$ cat config.mk
export PLATFORM = sky130hd
export DESIGN_NAME = ram_arbiter_flat
export DESIGN_NICKNAME = d
export VERILOG_FILES = /design/src/rtl/ram_arbiter_pkg.sv /design/src/rtl/ram_arbiter_if.sv /design/src/rtl/ram_arbiter_rd_owner_pipe.sv /design/src/rtl/ram_arbiter.sv /design/src/flat_wrapper.sv
export SDC_FILE = /design/constraint.sdc
export NUM_CORES = 1
export LEC_CHECK = 0
export ABC_CLOCK_PERIOD_IN_PS = 1500
export BUFFER_PORTS_ARGS = -buffer_cell sky130_fd_sc_hd__buf_2
export CORE_AREA = 2 2 87 89
export CTS_CLUSTER_SIZE = 40
export DETAILED_ROUTE_END_ITERATION = 8
export DIE_AREA = 0 0 89 91
export REMOVE_ABC_BUFFERS = 1
export SYNTH_ARGS = -nofsm -noshare
export SYNTH_HDL_FRONTEND = slang
export SYNTH_SLANG_ARGS = --single-unit
$ cat constraint.sdc
create_clock -name clk_25mhz -period 1.5 [get_ports clk_25mhz]
set_clock_uncertainty 0.05 [all_clocks]
set_input_delay 0.15 -clock clk_25mhz [delete_from_list [all_inputs] [get_ports clk_25mhz]]
set_output_delay 0.15 -clock clk_25mhz [all_outputs]
set_load 0.02 [all_outputs]
$ cat src/rtl/ram_arbiter_pkg.sv
// ram_arbiter_pkg
// Shared constants and helpers for the data-RAM arbiter slice. The RAM
// instance and the arbiter take their geometry from the same constants so
// they cannot drift apart.
//   MEM_ADDR_W  : RAM word address width (256 words)
//   MEM_DATA_W  : RAM data width
//   RD_LAT_MAX  : deepest RAM read latency the owner pipeline supports
//   owner_e     : which requester issued an access (A = CPU, B = debug)
package ram_arbiter_pkg;

    localparam int MEM_ADDR_W = 8;
    localparam int MEM_DATA_W = 32;
    localparam int RD_LAT_MAX = 4;

    typedef enum logic {
        OWNER_A = 1'b0,
        OWNER_B = 1'b1
    } owner_e;

    // The port that should win the next conflict after 'o' was granted.
    function automatic owner_e other_port(input owner_e o);
        return (o == OWNER_A) ? OWNER_B : OWNER_A;
    endfunction

    // Keeps the owner pipeline depth inside the supported 1..RD_LAT_MAX
    // window even if an out-of-range latency is configured.
    function automatic int lat_depth(input int lat);
        if (lat < 1) begin
            return 1;
        end
        if (lat > RD_LAT_MAX) begin
            return RD_LAT_MAX;
        end
        return lat;
    endfunction

endpackage

$ cat src/rtl/ram_arbiter_if.sv
// ram_arbiter_if
// Bundles both requester ports and the RAM-side port of the arbiter.
//   a_* / b_*  : request (req, we, addr, wdata), grant, read response
//   ram_*      : access strobe, write enable, address, write data, read data
// Modports:
//   master : the surroundings (requesters and the RAM instance)
//   slave  : the arbiter itself
interface ram_arbiter_if #(
    parameter int ADDR_W = ram_arbiter_pkg::MEM_ADDR_W,
    parameter int DATA_W = ram_arbiter_pkg::MEM_DATA_W
);

    logic              a_req;
    logic              a_we;
    logic [ADDR_W-1:0] a_addr;
    logic [DATA_W-1:0] a_wdata;
    logic              a_gnt;
    logic              a_rvalid;
    logic [DATA_W-1:0] a_rdata;

    logic              b_req;
    logic              b_we;
    logic [ADDR_W-1:0] b_addr;
    logic [DATA_W-1:0] b_wdata;
    logic              b_gnt;
    logic              b_rvalid;
    logic [DATA_W-1:0] b_rdata;

    logic              ram_en;
    logic              ram_we;
    logic [ADDR_W-1:0] ram_addr;
    logic [DATA_W-1:0] ram_wdata;
    logic [DATA_W-1:0] ram_rdata;

    modport master (
        output a_req, a_we, a_addr, a_wdata,
        input  a_gnt, a_rvalid, a_rdata,
        output b_req, b_we, b_addr, b_wdata,
        input  b_gnt, b_rvalid, b_rdata,
        input  ram_en, ram_we, ram_addr, ram_wdata,
        output ram_rdata
    );

    modport slave (
        input  a_req, a_we, a_addr, a_wdata,
        output a_gnt, a_rvalid, a_rdata,
        input  b_req, b_we, b_addr, b_wdata,
        output b_gnt, b_rvalid, b_rdata,
        output ram_en, ram_we, ram_addr, ram_wdata,
        input  ram_rdata
    );

endinterface

$ cat src/rtl/ram_arbiter_rd_owner_pipe.sv
// rd_owner_pipe
// RD_LAT-deep shift register of {valid, owner}. One entry is pushed every
// cycle: a read grant pushes {1, winner}, anything else pushes {0, x}. The
// tail lines up with the cycle the RAM presents the read data, so it tells
// the arbiter which port the current ram_rdata belongs to.
//   clk        : clock
//   rst        : synchronous active-high reset, clears all valid bits
//   push_vld   : a read was granted this cycle
//   push_owner : port that was granted
//   tail_vld   : ram_rdata in this cycle answers a granted read
//   tail_owner : port that issued that read
module rd_owner_pipe
    import ram_arbiter_pkg::*;
#(
    parameter int RD_LAT = 1
) (
    input  logic   clk,
    input  logic   rst,
    input  logic   push_vld,
    input  owner_e push_owner,
    output logic   tail_vld,
    output owner_e tail_owner
);

    localparam int DEPTH = lat_depth(RD_LAT);

    logic [DEPTH-1:0] vld_p;
    owner_e           owner_p [DEPTH];

    // Valid bits are the only routing state that must be cleared; a stale
    // owner behind a cleared valid bit is never looked at.
    always_ff @(posedge clk) begin
        if (rst) begin
            vld_p <= '0;
        end else begin
            vld_p[0] <= push_vld;
            for (int i = DEPTH - 1; i > 0; i--) begin
                vld_p[i] <= vld_p[i-1];
            end
        end
    end

    always_ff @(posedge clk) begin
        owner_p[0] <= push_owner;
        for (int i = DEPTH - 1; i > 0; i--) begin
            owner_p[i] <= owner_p[i-1];
        end
    end

    // Tail stage: aligned with RAM read data
    assign tail_vld   = vld_p[DEPTH-1];
    assign tail_owner = owner_p[DEPTH-1];

endmodule

$ cat src/rtl/ram_arbiter.sv
// ram_arbiter
// Shares the single-port data RAM between the CPU load/store path (port A)
// and the debug/loader path (port B). At most one access is issued per
// cycle; the grant is combinational from the requests and the round-robin
// pointer. Read data is routed back to the issuing port RD_LAT cycles after
// its grant by the rd_owner_pipe sub-module.
//   clk_25mhz : system clock
//   reset     : synchronous active-high reset
//   bus       : requester ports A/B and the RAM-side port (slave modport)
// Parameters:
//   ADDR_W, DATA_W : RAM geometry
//   RD_LAT         : RAM read latency in cycles (1..4)
//   FIXED_PRIO_A   : 1 = A always wins a conflict, pointer ignored
module ram_arbiter
    import ram_arbiter_pkg::*;
#(
    parameter int ADDR_W       = MEM_ADDR_W,
    parameter int DATA_W       = MEM_DATA_W,
    parameter int RD_LAT       = 1,
    parameter int FIXED_PRIO_A = 0
) (
    input logic         clk_25mhz,
    input logic         reset,
    ram_arbiter_if.slave bus
);

    localparam logic ROUND_ROBIN = (FIXED_PRIO_A == 0);

    // Port that wins the next conflict.
    owner_e prio;

    logic              prio_b;
    logic              win_a;
    logic              win_b;
    logic              gnt_a;
    logic              gnt_b;
    logic              grant;
    owner_e            winner;
    logic              sel_we;
    logic [ADDR_W-1:0] sel_addr;
    logic [DATA_W-1:0] sel_wdata;

    logic              tail_vld;
    owner_e            tail_owner;
    logic              rvalid_a;
    logic              rvalid_b;

    // Selection: a lone requester always wins; on conflict the pointer
    // decides. Reset masks the grants so nothing reaches the RAM.
    assign prio_b = ROUND_ROBIN && (prio == OWNER_B);
    assign win_b  = bus.b_req && (!bus.a_req || prio_b);
    assign win_a  = bus.a_req && !win_b;
    assign gnt_a  = win_a && !reset;
    assign gnt_b  = win_b && !reset;
    assign grant  = gnt_a || gnt_b;
    assign winner = win_b ? OWNER_B : OWNER_A;

    assign sel_we    = win_b ? bus.b_we    : bus.a_we;
    assign sel_addr  = win_b ? bus.b_addr  : bus.a_addr;
    assign sel_wdata = win_b ? bus.b_wdata : bus.a_wdata;

    assign bus.a_gnt     = gnt_a;
    assign bus.b_gnt     = gnt_b;
    assign bus.ram_en    = grant;
    assign bus.ram_we    = grant && sel_we;
    assign bus.ram_addr  = sel_addr;
    assign bus.ram_wdata = sel_wdata;

    // The pointer moves on every grant, contended or not, so the port that
    // was just served always loses the next conflict.
    always_ff @(posedge clk_25mhz) begin
        if (reset) begin
            prio <= OWNER_A;
        end else if (grant && ROUND_ROBIN) begin
            prio <= other_port(winner);
        end
    end

    rd_owner_pipe #(
        .RD_LAT (RD_LAT)
    ) u_rd_owner_pipe (
        .clk        (clk_25mhz),
        .rst        (reset),
        .push_vld   (grant && !sel_we),
        .push_owner (winner),
        .tail_vld   (tail_vld),
        .tail_owner (tail_owner)
    );

    // Response routing: the tail entry names the owner of ram_rdata. Reset
    // also masks the tail so a read in flight never answers during reset.
    assign rvalid_a = tail_vld && (tail_owner == OWNER_A) && !reset;
    assign rvalid_b = tail_vld && (tail_owner == OWNER_B) && !reset;

    assign bus.a_rvalid = rvalid_a;
    assign bus.b_rvalid = rvalid_b;
    assign bus.a_rdata  = rvalid_a ? bus.ram_rdata : '0;
    assign bus.b_rdata  = rvalid_b ? bus.ram_rdata : '0;

endmodule
$ cat src/flat_wrapper.sv
// flat-port wrapper written by rule: the top's interface ports become plain ports
module ram_arbiter_flat import ram_arbiter_pkg::*;
#(
    parameter int ADDR_W       = MEM_ADDR_W,
    parameter int DATA_W       = MEM_DATA_W,
    parameter int RD_LAT       = 1,
    parameter int FIXED_PRIO_A = 0
)
  (clk_25mhz, reset, bus_a_req, bus_a_we, bus_a_addr, bus_a_wdata, bus_a_gnt, bus_a_rvalid, bus_a_rdata, bus_b_req, bus_b_we, bus_b_addr, bus_b_wdata, bus_b_gnt, bus_b_rvalid, bus_b_rdata, bus_ram_en, bus_ram_we, bus_ram_addr, bus_ram_wdata, bus_ram_rdata);
  ram_arbiter_if #(.ADDR_W(ADDR_W), .DATA_W(DATA_W)) bus_i ();
  input logic clk_25mhz;
  input logic reset;
  input wire logic [$bits(bus_i.a_req)-1:0] bus_a_req;
  input wire logic [$bits(bus_i.a_we)-1:0] bus_a_we;
  input wire logic [$bits(bus_i.a_addr)-1:0] bus_a_addr;
  input wire logic [$bits(bus_i.a_wdata)-1:0] bus_a_wdata;
  output wire logic [$bits(bus_i.a_gnt)-1:0] bus_a_gnt;
  output wire logic [$bits(bus_i.a_rvalid)-1:0] bus_a_rvalid;
  output wire logic [$bits(bus_i.a_rdata)-1:0] bus_a_rdata;
  input wire logic [$bits(bus_i.b_req)-1:0] bus_b_req;
  input wire logic [$bits(bus_i.b_we)-1:0] bus_b_we;
  input wire logic [$bits(bus_i.b_addr)-1:0] bus_b_addr;
  input wire logic [$bits(bus_i.b_wdata)-1:0] bus_b_wdata;
  output wire logic [$bits(bus_i.b_gnt)-1:0] bus_b_gnt;
  output wire logic [$bits(bus_i.b_rvalid)-1:0] bus_b_rvalid;
  output wire logic [$bits(bus_i.b_rdata)-1:0] bus_b_rdata;
  output wire logic [$bits(bus_i.ram_en)-1:0] bus_ram_en;
  output wire logic [$bits(bus_i.ram_we)-1:0] bus_ram_we;
  output wire logic [$bits(bus_i.ram_addr)-1:0] bus_ram_addr;
  output wire logic [$bits(bus_i.ram_wdata)-1:0] bus_ram_wdata;
  input wire logic [$bits(bus_i.ram_rdata)-1:0] bus_ram_rdata;
  assign bus_i.a_req = bus_a_req;
  assign bus_i.a_we = bus_a_we;
  assign bus_i.a_addr = bus_a_addr;
  assign bus_i.a_wdata = bus_a_wdata;
  assign bus_a_gnt = bus_i.a_gnt;
  assign bus_a_rvalid = bus_i.a_rvalid;
  assign bus_a_rdata = bus_i.a_rdata;
  assign bus_i.b_req = bus_b_req;
  assign bus_i.b_we = bus_b_we;
  assign bus_i.b_addr = bus_b_addr;
  assign bus_i.b_wdata = bus_b_wdata;
  assign bus_b_gnt = bus_i.b_gnt;
  assign bus_b_rvalid = bus_i.b_rvalid;
  assign bus_b_rdata = bus_i.b_rdata;
  assign bus_ram_en = bus_i.ram_en;
  assign bus_ram_we = bus_i.ram_we;
  assign bus_ram_addr = bus_i.ram_addr;
  assign bus_ram_wdata = bus_i.ram_wdata;
  assign bus_i.ram_rdata = bus_ram_rdata;
  ram_arbiter #(.ADDR_W(ADDR_W), .DATA_W(DATA_W), .RD_LAT(RD_LAT), .FIXED_PRIO_A(FIXED_PRIO_A)) u_core (.clk_25mhz(clk_25mhz), .reset(reset), .bus(bus_i));
endmodule
# Yosys cells after proc, flatten, opt, wreduce, memory -nomap -nowiden
# Memory sizes are Yosys's and may differ from the RTL's.
# Cells that the tools add are included.
# word_totals
ff_bits	2
ramBits	1
out_inout_bits	110
n_memories	1
# mem_list
name	words	word_bits	rd	rd_clocked_by_memory_dff	wr	line_no	source
u_core.u_rd_owner_pipe.owner_p	1	1	1	0	1	ram_arbiter_rd_owner_pipe.sv:28	owner_e owner_p [DEPTH];
# op_classes
n_mux	7
bitwise_logic	1
reduce_logical	16
# ops
op	count
$mux W32	3
$logic_and A1 B1 Y1	10
$mux W8	1
$logic_not A1 Y1	4
$mux W1	3
$logic_or A1 B1 Y1	2
$not A1 Y1	1

# Depth between registers and ports, before layout
# Gate-level depths: netlist of the first run.
# depth
word_depth	8
ltp_mapped	5

# Hierarchy
# A second synthesis of the first run with hierarchy kept.
# unflattened
hier_cells	176
area_unflattened_um2	1154.9
# by_module_without_submodules
module	instances	cells_per_inst	area_each_um2	seq_area_each_um2
ram_arbiter	1	173	1101.1	20.0
rd_owner_pipe	1	3	53.8	40.0

# Worst setup path before layout of the first run
# No wires, ideal clock.
# synth_path
path_kind	register -> output
from	register u_core.prio
to	output port bus_ram_we
arrival_ns	1.197
required_ns	1.300
path_slack_ns	0.103
stages_incl_launch_ff	4
n_path_buf	1
cell_sequence	dfxtp_1 -> o21ai_4 -> buf_6 -> o32ai_1
# synth_between
elab_chain_cells	7
elab_cells_between_ends	9
classes_between	1 x mux; 8 x reduce/logical
# synth_rtl
element	line_no	source
start: declaration	ram_arbiter.sv:30	owner_e prio;
start signal: assignment	ram_arbiter.sv:75	prio <= other_port(winner);
$logic_or A1 B1 Y1 *	ram_arbiter.sv:51	assign win_b = bus.b_req && (!bus.a_req || prio_b);
$logic_and A1 B1 Y1 *	ram_arbiter.sv:51	
$logic_not A1 Y1	ram_arbiter.sv:52	assign win_a = bus.a_req && !win_b;
$logic_and A1 B1 Y1	ram_arbiter.sv:52	
$logic_and A1 B1 Y1	ram_arbiter.sv:53	assign gnt_a = win_a && !reset;
$logic_or A1 B1 Y1	ram_arbiter.sv:55	assign grant = gnt_a || gnt_b;
$logic_and A1 B1 Y1 *	ram_arbiter.sv:65	assign bus.ram_we = grant && sel_we;
end: declaration	flat_wrapper.sv:28	output wire logic [$bits(bus_i.ram_we)-1:0] bus_ram_we;
# Mark *: on every way between the ends. The rest lies on a longest branch, timed or not.

# Final worst setup path of the first run
# layout_path
from	register u_core.prio
to	output port bus_ram_wdata[2]
# layout_between
elab_chain_cells	3
# layout_rtl
element	line_no	source
$logic_or A1 B1 Y1	ram_arbiter.sv:51	
$logic_and A1 B1 Y1	ram_arbiter.sv:51	
$mux W32	ram_arbiter.sv:60	assign sel_wdata = win_b ? bus.b_wdata : bus.a_wdata;
end: declaration	flat_wrapper.sv:30	output wire logic [$bits(bus_i.ram_wdata)-1:0] bus_ram_wdata;
# No other way between the ends.

==> results of run 1 <==
-- metal layers --
layer | vias up | GRT usage, % | share of wire (%)
li1 | 1022 | - | -
met2 | 136 | 29.4 | 54
met3 | 6 | 3.27 | 10
met5 | - | 0 | 0
met1 | 938 | 15.4 | 35
met4 | 0 | 3.23 | 0.95
-- stage by stage --
| stage | area, µm² | setup slack, ns | TNS, ns |
|---|---|---|---|
| final | 2910 | -0.200 | -6.39 |
| after global routing | 2910 | -0.225 | -7.55 |
| after CTS | 2630 | -0.199 | -6.35 |
| after detailed placement | 2350 | -0.00782 | -0.0143 |
| after global placement | 2350 | 0.0170 | 0 |
| after floorplan | 983 | -0.272 | -11.00 |
-- worst register-to-register path: stages (launching register included) --
cell and delay, ns:
dfxtp_2 0.32, o21ai_4 0.16, buf_12 0.16, buf_16 0.14, buf_4 0.11, inv_1 0.03
-- flip-flops by register name (all words and copies together) (netlist names) --
name and count:
u_core.prio 1, u_core.u_rd_owner_pipe.owner_p 1, u_core.u_rd_owner_pipe.tail_vld 1
-- cell usage after synthesis --
cell	number
o21ai_4	1
inv_1	4
buf_4	2
mux2_1	5
or2_2	2
nand2_1	34
o32ai_1	2
o21ai_0	1
nor2_1	71
buf_6	5
buf_2	5
mux2_2	35
clkbuf_1	5
nand2b_1	2
dfxtp_1	3
-- cells by family (layout without fill, tap and decap cells) --
kind of cell	after synthesis	count (layout)
AND/OR/NAND/NOR	109	109
multiplexers	40	40
flip-flops	3	3
AO/OA/AOI/OAI	4	4
buffers and inverters	21	252
-- cell type report --
class,instances,area share [%]
flip-flops and latches,3,2.11
multi-input cells,153,35.9
clock buffers,4,1.55
well taps,99,4.26
repair buffers,244,55.7
inverters,4,0.516
-- final timing paths --
| kind | from | end | cells past startpoint |
|---|---|---|---|
| worst max-delay path | u_core.prio | bus_ram_wdata[2] | 5 |
| worst min-delay path | bus_b_we | u_core.u_rd_owner_pipe.tail_vld | 2 |
| worst max register to register | u_core.prio | u_core.u_rd_owner_pipe.owner_p[0] | 5 |
| worst min register to register | u_core.prio | u_core.prio | 3 |
-- where the power goes --
part	switching, mW	internal, mW
clock network	0.0618	0.182
registers	0.00469	0.0869
logic	0.471	0.523
total	0.538	0.792
-- repair_timing --
action                                  4_1_cts  5_1_grt
gates resized for setup                      44       71
hold buffers                                  0        0
setup buffers                                 4        2
pin swaps                                     1        1
gates cloned                                  2        2
endpoints found under the setup margin       65       57
==> summary.md, run 1 <==
| Metric | Value |
|---|---|
| Ranking of synthesized cells by area | mux2_2, nor2_1, nand2_1, dfxtp_1, buf_6 |
| PwrDens | 457 nW/µm² |
| Slowest cell delay on critical path | 0.34 ns |
| Most frequent cells in the layout | buf_2, nor2_1, nand2_1 |
| Yosys warning count | 0 |
| VDD IR-drop max | 290 µV |
| Starting Density | around 15% |
| FILL cells | 778 |
| Drt via density | ~4.1 |
| Clock Sinks | 3 |
| Antenna cells | 0 |
| Hold Crit Class | in2reg |
| CTS buffer count | 3 |
| Final core utilization | 40.8% |
| Pin count of the biggest net entering global routing | 34 |
| Seq/Total Area, Yosys | 5.47% |
| Compound-Gate Fraction of Synth Area | 3.53% |
| IO Port Bufs | 227 |
| Layout cells sized above 1 | 73.3% |
| Max Transition Viols Final | 0 |
| GP Congestion | about 0.9 |
| RSZ-0062 raised after global routing | true |
| Clk root buf | clkbuf_8 |
| Fin crit period | 1.70 ns |
| WL/cell | between 10 and 15 µm |
| Simple-Gate Fraction of Synth Area | 38.2% |
| Worst slew pin tran | 0.340 ns |
| Register area | approximately 61 µm² |
| Die Y | 91 µm |
| Largest family of logic cells by synthesized area | multiplexers |
| Clock slew at reported path FFs | 0.03 ns |
| Crit path DAT | around 1.5 ns |
| Global Route Usage Sum | 14.9% |
| Antenna violations before repair | 0 |
| Crit start category | flop |
| Inst Count DP | slightly below 500 |
| Drt initial violations | 38 |
| Nets@finish | 527 |
| Status | complete, but fails checks |
| Max-slew headroom | 77.3% |
| Area taken by multi-input logic gates | 1040 µm² |
| Synth-to-layout area growth | 165% |
| Horiz. Die Dim | a little under 90 µm |
| Highest Clock Rate | 0.588 GHz |
| Die Area | between 8000 and 9000 µm² |
| Post-synthesis cell type count | 15 |
| Max_cap viols | 0 |
| Fin cells | 507 |
| DP HPWL | approximately 5600 µm |
| Post-route ant nets | 0 |
| Worst setup EP type | primary output |
| Routed wire length | 7030 µm |
| Worst-path cell chain | o21ai_4 -> buf_4 -> buf_16 -> mux2_2 -> buf_2 |
| Yosys reg bits | 3 |
| Max Fanout on Critical Path | 13 |
| Leak Pwr | 1.71 nW |
| Final period utilization | 113% |
| Setup Viol. Count Final | 41 |
| Vias in the first global route | 1,948 |
| Area leader, netlist | mux2_2 |
| Post-Synth Adder-Cell Area | 0% |
| R2r setup slk | 0.42 ns |
| Vias post-DR | 2,102 |
| Mapped Cells | between 150 and 200 |
| Synthesized area | 1100 µm² |
| Post-synthesis mux area share | between 40% and 50% |
| Commonest non-fill, non-tap cell in the layout | buf_2 |
| IO Pins | 228 |
| Largest delay contributor family on the critical path | buffers and inverters |
| H-tree Lvls | 1 |
| DRC Markers | 0 |
| Core Area | 7140 µm² |
| WS Path Type | reg2out |
| Grt ovf | 0 |
| Final Hold Vio Count | 0 |
| PnR Total Power | 1.33 mW |
| Violated checks | negative setup slack |
| Worst hold slack | 0.0960 ns |
| Post-Synth XOR/XNOR Area | 0% |
| TritonCTS clock tree | yes |
| Final setup margin | -0.200 ns |
| Site Rows | 31 |
| Max Root-Sink Buffers | 2 |
| Clock Latency Late Sink | 0.22 ns |
| Crit path buf inv count | 3 |
| Slowest cell on crit path | mux2_2 |
| Area share of the largest cell type after synthesis | 35.9% |
| First-pass DRT Iterations | 4 |
| Crit path required time | 1.30 ns |
| First-pass GRT wire length | about 9500 µm |
| Syn avg cell area | 6.21 µm² |
(Power assumes the default switching activity.)
==> inputs of run 2 (changes only) <==
- CORE_AREA: 2 2 87 89 -> 2 2 88 90
- DIE_AREA: 0 0 89 91 -> 0 0 90 92
- REMOVE_ABC_BUFFERS: 1 -> not set
- SYNTH_HIERARCHICAL: not set -> 1
==> run 2 against run 1 <==
  * Hold slack better by 0.091 ns
  * Global-route usage is 2.3 points lower
  * The flow still finishes with violations (negative setup slack)
  * Maximum frequency is 0.72% higher
  * Clock-buffer cell count stayed put
  * Clock power hardly changed
  * Via count is 4.2% lower
  * Non-clock buffer count is 6 lower
==> summary.md, run 2 <==
| Metric | Value |
|---|---|
| Reg power frac | 7.9% (was 6.9%) |
| Ys async rst share | 0% (unchanged) |
| Worst setup EP type | primary output (unchanged) |
| Grt peak-use layer | met2 (unchanged) |
| Vias in the first global route | 1,775 (was 1,948) |
| Critical Path Sink | bus_ram_wdata[29] (was bus_ram_wdata[2]) |
| Horiz. Die Dim | 90 µm (was 89 µm) |
| Yosys reg bits | 3 (unchanged) |
| Switch share | 39.1% (was 40.4%) |
| Die Y | 92 µm (was 91 µm) |
| Global Route Usage Sum | 12.6% (was 14.9%) |
| PwrDens | 423 nW/µm² (was 457 nW/µm²) |
| Clock Sinks | 3 (unchanged) |
| Placed Area | 2400 µm² (was 2350 µm²) |
| Synth top cells by count | nor2_1, mux2_2, nand2b_1 (was nor2_1, mux2_2, nand2_1) |
| First-pass GRT wire length | 8740 µm (was 9470 µm) |
| Vias post-DR | 2,013 (was 2,102) |
| Status | complete, but fails checks (unchanged) |
| DP HPWL | 4630 µm (was 5610 µm) |
| Leak Pwr | 1.63 nW (was 1.71 nW) |
| Most used DFF post-synth | dfxtp_1 (unchanged) |
| Fin Setup TNS | -6.26 ns (was -6.39 ns) |
| Setup Viol. Count Final | 40 (was 41) |
| Max_cap viols | 0 (unchanged) |
| Die Area | 8280 µm² (was 8100 µm²) |
| Max Root-Sink Buffers | 2 (unchanged) |
| Violated checks | negative setup slack (unchanged) |
| Clk root buf | clkbuf_8 (unchanged) |
| Worst slew pin tran | 0.637 ns (was 0.340 ns) |
| H-tree Lvls | 1 (unchanged) |
| Clock Latency Late Sink | 0.22 ns (about the same) |
| Final setup margin | -0.187 ns (was -0.200 ns) |
| Highest Clock Rate | 0.593 GHz (was 0.588 GHz) |
| Max Fanout on Critical Path | 10 (was 13) |
| RSZ-0062 raised after global routing | true (unchanged) |
| Met2 usage | 21.5% (was 29.4%) |
| Yosys warning count | 6 (was 0) |
| Clock slew at reported path FFs | 0.03 ns (about the same) |
| WS Path Type | reg2out (unchanged) |
| Fin crit period | 1.69 ns (was 1.70 ns) |
| Commonest non-fill, non-tap cell in the layout | buf_2 (unchanged) |
| GP Congestion | 0.785 (was 0.903) |
| Antenna cells | 0 (unchanged) |
| # hold bufs at CTS | 0 (unchanged) |
| Post-synthesis cell type count | 16 (was 15) |
| Synthesized area | 1150 µm² (was 1100 µm²) |
| Met3 usage | 2.63% (was 3.27%) |
| Mapped Cells | 176 (was 177) |
| Seq/Total Area, Yosys | 5.20% (was 5.47%) |
| Nets@finish | 523 (was 527) |
| Crit path required time | 1.30 ns (about the same) |
| First-pass DRT Iterations | 4 (unchanged) |
| Routed wire length | 6180 µm (was 7030 µm) |
| Grt ovf | 0 (unchanged) |
| Drt initial violations | 50 (was 38) |
| Crit path DAT | 1.49 ns (was 1.50 ns) |
| IO Port Bufs | 227 (unchanged) |
| M1 GR Usage | 16.7% (was 15.4%) |
| DRC Markers | 0 (unchanged) |
| Combinational share of power | 71.6% (was 74.8%) |
| Worst r2r dst | u_core/u_rd_owner_pipe/tail_vld (was u_core.u_rd_owner_pipe.owner_p[0]) |
| Most frequent cells in the layout | buf_2, nor2_1, nand2b_1 (was buf_2, nor2_1, nand2_1) |
| CP startpoint | u_core/prio (was u_core.prio) |
| Core Area | 7450 µm² (was 7140 µm²) |
| Fin area | 2780 µm² (was 2910 µm²) |
| Post-route ant nets | 0 (unchanged) |
| WL/cell | 12.2 µm (was 13.9 µm) |
| CTS buffer count | 3 (unchanged) |
| IO Pins | 228 (unchanged) |
| Layout cells sized above 1 | 70.5% (was 73.3%) |
| R2r setup slk | 0.26 ns (was 0.42 ns) |
| Final period utilization | 112% (was 113%) |
| Synth Net Count | 294 |
| VDD IR-drop max | 356 µV (was 290 µV) |
| R2R Path Start | u_core/prio (was u_core.prio) |
| Sw power | 459 µW (was 538 µW) |
| Power Internal | 716 µW (was 792 µW) |
| Starting Density | 15.5% (was 15.4%) |
| Hold Crit Class | in2reg (unchanged) |
| Area share of the largest cell type after synthesis | 36.1% (was 35.9%) |
| TritonCTS clock tree | yes (unchanged) |
| Final Hold Vio Count | 0 (unchanged) |
| EDFF count, synth | 0 (unchanged) |
| Site Rows | 32 (was 31) |
| FILL cells | 802 (was 778) |
| Ranking of synthesized cells by area | mux2_2, nor2_1, nand2b_1, dfxtp_1, clkbuf_1 (was mux2_2, nor2_1, nand2_1, dfxtp_1, buf_6) |
| Syn avg cell area | 6.56 µm² (was 6.21 µm²) |
| PnR Total Power | 1.18 mW (was 1.33 mW) |
| Drt via density | 3.98 (was 4.15) |
| R2R depth | 5 (unchanged) |
| Most numerous cell in the Yosys netlist | nor2_1 (unchanged) |
| Synth-to-layout area growth | 141% (was 165%) |
| Max-slew headroom | 57.6% (was 77.3%) |
| Pin count of the biggest net entering global routing | 44 (was 34) |
| Area leader, netlist | mux2_2 (unchanged) |
| Max Transition Viols Final | 0 (unchanged) |
| Antenna violations before repair | 0 (unchanged) |
| Clock Power Share | 20.5% (was 18.3%) |
| Crit start category | flop (unchanged) |
==> run 2: how the worst min path moves through the flow <==
stage | end | startpoint | cells past startpoint | slack [ns]
after floorplan | u_core/u_rd_owner_pipe/tail_vld | reset | 1 | 0.16
after global placement | u_core/prio | bus_a_req | 3 | 0.40
after detailed placement | u_core/prio | bus_a_req | 3 | 0.41
after CTS | u_core/prio | bus_a_req | 3 | 0.18
after global routing | u_core/u_rd_owner_pipe/tail_vld | bus_b_we | 3 | 0.23
final | u_core/prio | bus_a_req | 3 | 0.19
==> run 2: timing repair <==
action / 4_1_cts / 5_1_grt
cloned: 3 / 2
endpoints found under the setup margin: 40 / 64
buffers inserted: 2 / 0
gates resized for setup: 26 / 35
pin swaps: 1 / 0
==> run 2: metrics by stage <==
step	setup WS [ns]	instances	hold WS (ns)	util, %
finish	-0.187	506	0.187	37.3
global placement	0.0169	495	0.404	32.2
CTS	-0.216	504	0.179	35.3
global route	-0.241	506	0.233	37.3
detailed placement	-0.00772	495	0.406	32.2
floorplan	0.0706	176	0.164	-
==> run 2: layer usage <==
layer	vias up	share of wire, %
met5	-	0
met4	0	0.19
met3	2	7.3
met2	99	50
met1	885	42
li1	1027	-
==> run 2: power groups by stage <==
stage / clock network (mW) / logic, mW / registers (mW)
after floorplan: 0 / 0.392 / 0.0923
after global placement: 0 / 0.664 / 0.0934
after detailed placement: 0 / 0.672 / 0.0939
after CTS: 0.252 / 0.770 / 0.0929
after global routing: 0.260 / 0.898 / 0.0946
final: 0.241 / 0.841 / 0.0934
==> run 2: worst max-delay path, cell delays in order, from the launching register on <==
cell	delay [ns]
dfxtp_2	0.32
o21ai_4	0.14
buf_12	0.17
buf_16	0.14
mux2_2	0.33
buf_2	0.16
==> run 2: kinds of logic (layout without fill, tap and decap cells) <==
| group | after synthesis | in the layout | share of synthesized area, % |
|---|---|---|---|
| compound gates | 4 | 4 | 3.36 |
| buf+inv | 18 | 246 | 7.80 |
| flops | 3 | 3 | 5.20 |
| mux | 40 | 40 | 39.0 |
| simple gates | 111 | 111 | 44.6 |
==> run 2: layout make-up <==
type                    instances  area [µm²]  share of cell area (%)
clock buffers                   4        45.0                    1.62
well taps                     102         128                    4.59
flip-flops and latches          3        63.8                    2.30
repair buffers                238        1450                    52.2
multi-input cells             155        1080                    38.7
inverters                       4        15.0                   0.540
==> inputs of run 3 (changes only) <==
- REMOVE_ABC_BUFFERS: not set -> 1
==> run 3 against run 2 <==
  * The flow still finishes with violations (negative setup slack)
  * Clock power about the same
  * Hold slack better by 0.0041 ns
  * Non-clock buffer count unchanged
  * Critical path depth did not move
  * Final cell count unchanged
  * Register-to-register slack lost 0.23 ns
  * Die area unchanged
  * Total power grew 7.6%
  * Utilization is 2.2 points higher
  * Largest cell class unchanged
==> summary.md, run 3 (synthesis results as in run 2) <==
| Metric | Value |
|---|---|
| Status | complete, but fails checks (unchanged) |
| Violated checks | negative setup slack (unchanged) |
| Crit path required time | 1.30 ns (about the same) |
| Min-delay src | bus_a_req (unchanged) |
| Max-slew headroom | 60.9% (was 57.6%) |
| Worst slew pin tran | 0.587 ns (was 0.637 ns) |
| RSZ-0062 raised after global routing | true (unchanged) |
| Slowest cell delay on critical path | 0.34 ns (was 0.33 ns) |
| PwrDens | 429 nW/µm² (was 423 nW/µm²) |
| H-tree Lvls | 1 (unchanged) |
| Nets@finish | 523 (unchanged) |
| R2R depth | 7 (was 5) |
| Clock Sinks | 3 (unchanged) |
| Drt via density | 4.16 (was 3.98) |
| Crit path buf inv count | 3 (unchanged) |
| First-pass DRT Iterations | 4 (unchanged) |
| Clock Latency Late Sink | 0.22 ns (about the same) |
| Fin cells | 506 (unchanged) |
| Clk root buf | clkbuf_8 (unchanged) |
| DRC Markers | 0 (unchanged) |
| First-pass GRT wire length | 10,100 µm (was 8740 µm) |
| Leak Pwr | 1.73 nW (was 1.63 nW) |
| Worst hold slack | 0.191 ns (was 0.187 ns) |
| Max Root-Sink Buffers | 2 (unchanged) |
| Pin count of the biggest net entering global routing | 41 (was 44) |
| Clock Power Share | 18.9% (was 20.5%) |
| Met2 usage | 28.8% (was 21.5%) |
| CTS buffer count | 3 (unchanged) |
| R2r setup slk | 0.03 ns (was 0.26 ns) |
| Commonest non-fill, non-tap cell in the layout | buf_2 (unchanged) |
| Global Route Usage Sum | 14.7% (was 12.6%) |
| Worst-path cell chain | o21ai_4 -> buf_12 -> clkbuf_16 -> mux2_4 -> buf_6 (was o21ai_4 -> buf_12 -> buf_16 -> mux2_2 -> buf_2) |
| Met3 usage | 4.11% (was 2.63%) |
| Worst hold path depth | 3 (unchanged) |
| Reg power frac | 7.3% (was 7.9%) |
| VDD IR-drop max | 246 µV (was 356 µV) |
| M1 GR Usage | 15.0% (was 16.7%) |
| Placed Area | 2400 µm² (unchanged) |
| Worst setup EP type | primary output (unchanged) |
| Fin area | 2940 µm² (was 2780 µm²) |
| Max Transition Viols Final | 0 (unchanged) |
| Die Area | 8280 µm² (unchanged) |
| Max_cap viols | 0 (unchanged) |
| Hold Path Sink | u_core/prio (unchanged) |
| Final setup margin | -0.208 ns (was -0.187 ns) |
| Highest Clock Rate | 0.585 GHz (was 0.593 GHz) |
| # hold bufs at CTS | 0 (unchanged) |
| Horiz. Die Dim | 90 µm (unchanged) |
| Sw power | 491 µW (was 459 µW) |
| Worst r2r dst | u_core/u_rd_owner_pipe/tail_vld (unchanged) |
| WS Path Type | reg2out (unchanged) |
| IO Port Bufs | 227 (unchanged) |
| Slowest cell on crit path | dfxtp_4 (was mux2_2) |
| Crit start category | flop (unchanged) |
| Die Y | 92 µm (unchanged) |
| Most frequent cells in the layout | buf_2, nor2_1, buf_6, nand2b_1, mux2_4 (was buf_2, nor2_1, nand2b_1) |
| Vias post-DR | 2,107 (was 2,013) |
| Inst Count DP | 495 (unchanged) |
| WL/cell | 13.6 µm (was 12.2 µm) |
| Grt peak-use layer | met2 (unchanged) |
| Switch share | 38.9% (was 39.1%) |
| Setup Viol. Count Final | 41 (was 40) |
| Hold Crit Class | in2reg (unchanged) |
| Vias in the first global route | 2,035 (was 1,775) |
| Layout cells sized above 1 | 71.3% (was 70.5%) |
| GP Congestion | 0.807 (was 0.785) |
| Max Fanout on Critical Path | 5 (was 10) |
| IO Pins | 228 (unchanged) |
| Power Internal | 773 µW (was 716 µW) |
| Routed wire length | 6860 µm (was 6180 µm) |
| Fin crit period | 1.71 ns (was 1.69 ns) |
| Combinational share of power | 73.8% (was 71.6%) |
| R2R Path Start | u_core/prio (unchanged) |
| Core Area | 7450 µm² (unchanged) |
| Starting Density | 15.5% (unchanged) |
| TritonCTS clock tree | yes (unchanged) |
| Dpl ws | -0.0162 ns (was -0.00772 ns) |
| Fin Setup TNS | -6.98 ns (was -6.26 ns) |
| Drt initial violations | 41 (was 50) |
| Crit path DAT | 1.51 ns (was 1.49 ns) |
| Antenna cells | 0 (unchanged) |
| Final period utilization | 114% (was 112%) |
| DP HPWL | 5300 µm (was 4630 µm) |
| Clock slew at reported path FFs | 0.03 ns (about the same) |
| Post-route ant nets | 0 (unchanged) |
| Antenna violations before repair | 0 (unchanged) |
| Final Hold Vio Count | 0 (unchanged) |
| Largest delay contributor family on the critical path | buffers and inverters (unchanged) |
| Grt ovf | 0 (unchanged) |
| FILL cells | 788 (was 802) |
| Synth-to-layout area growth | 155% (was 141%) |
| Site Rows | 32 (unchanged) |
## run 3: changes by cell type in the layout (fill, tap and decap cells not counted), sizes merged
cell / delta
buf: -1
clkbuf: +1
## run 3: area by class of cell
cell class                      count  area, µm²  share of cell area (%)
Clock buffer                        4       45.0                    1.53
Inverter                            4       15.0                   0.510
Multi-Input combinational cell    155       1150                    39.1
Sequential cell                     3       63.8                    2.17
Tap cell                          102        128                    4.33
Timing Repair Buffer              238       1540                    52.3
## run 3: worst reg2reg max path, delay by kind of cell (launching register included)
family / cells / cell delay [ns]
flops: 1 / 0.35
simple gates: 1 / 0.17
compound gates: 2 / 0.28
buf+inv: 4 / 0.56
## run 3: how the worst max path moves through the flow
stage                            from                end  slack (ns)  cells after the start
final                     u_core/prio  bus_ram_wdata[12]       -0.21                      5
after global routing      u_core/prio  bus_ram_wdata[12]       -0.24                      5
after CTS                 u_core/prio  bus_ram_wdata[17]       -0.24                      5
after detailed placement  u_core/prio    bus_ram_addr[6]       -0.02                      4
after global placement    u_core/prio    bus_ram_addr[6]       0.002                      4
after floorplan           u_core/prio  bus_ram_wdata[25]       -0.27                      2
## run 3: power by group through the flow
| stage | Combinational, mW | Clock (mW) | Sequential [mW] |
|---|---|---|---|
| after CTS | 0.784 | 0.245 | 0.0929 |
| after global routing | 0.986 | 0.249 | 0.0935 |
| after floorplan | 0.369 | 0 | 0.0923 |
| after global placement | 0.685 | 0 | 0.0931 |
| final | 0.933 | 0.239 | 0.0920 |
| after detailed placement | 0.694 | 0 | 0.0936 |
## run 3: routing by layer
layer,vias up,wire [µm]
li1,1022,-
met1,931,2290
met2,150,3740
met3,4,740
met4,0,91
met5,-,0
## run 3: stage by stage
| step | utilization (%) | total power [mW] |
|---|---|---|
| 2_1_floorplan | - | 0.461 |
| 3_3_place_gp | 32.2 | 0.779 |
| 3_5_place_dp | 32.2 | 0.787 |
| 4_1_cts | 35.1 | 1.12 |
| 5_1_grt | 39.5 | 1.33 |
| 6_report | 39.5 | 1.26 |
## run 3: timing repair
| item | in CTS | in global routing |
|---|---|---|
| pin swaps | 0 | 1 |
| cloned | 2 | 2 |
| setup buffers | 2 | 1 |
| setup endpoints to repair | 41 | 58 |
| resized for setup | 28 | 79 |
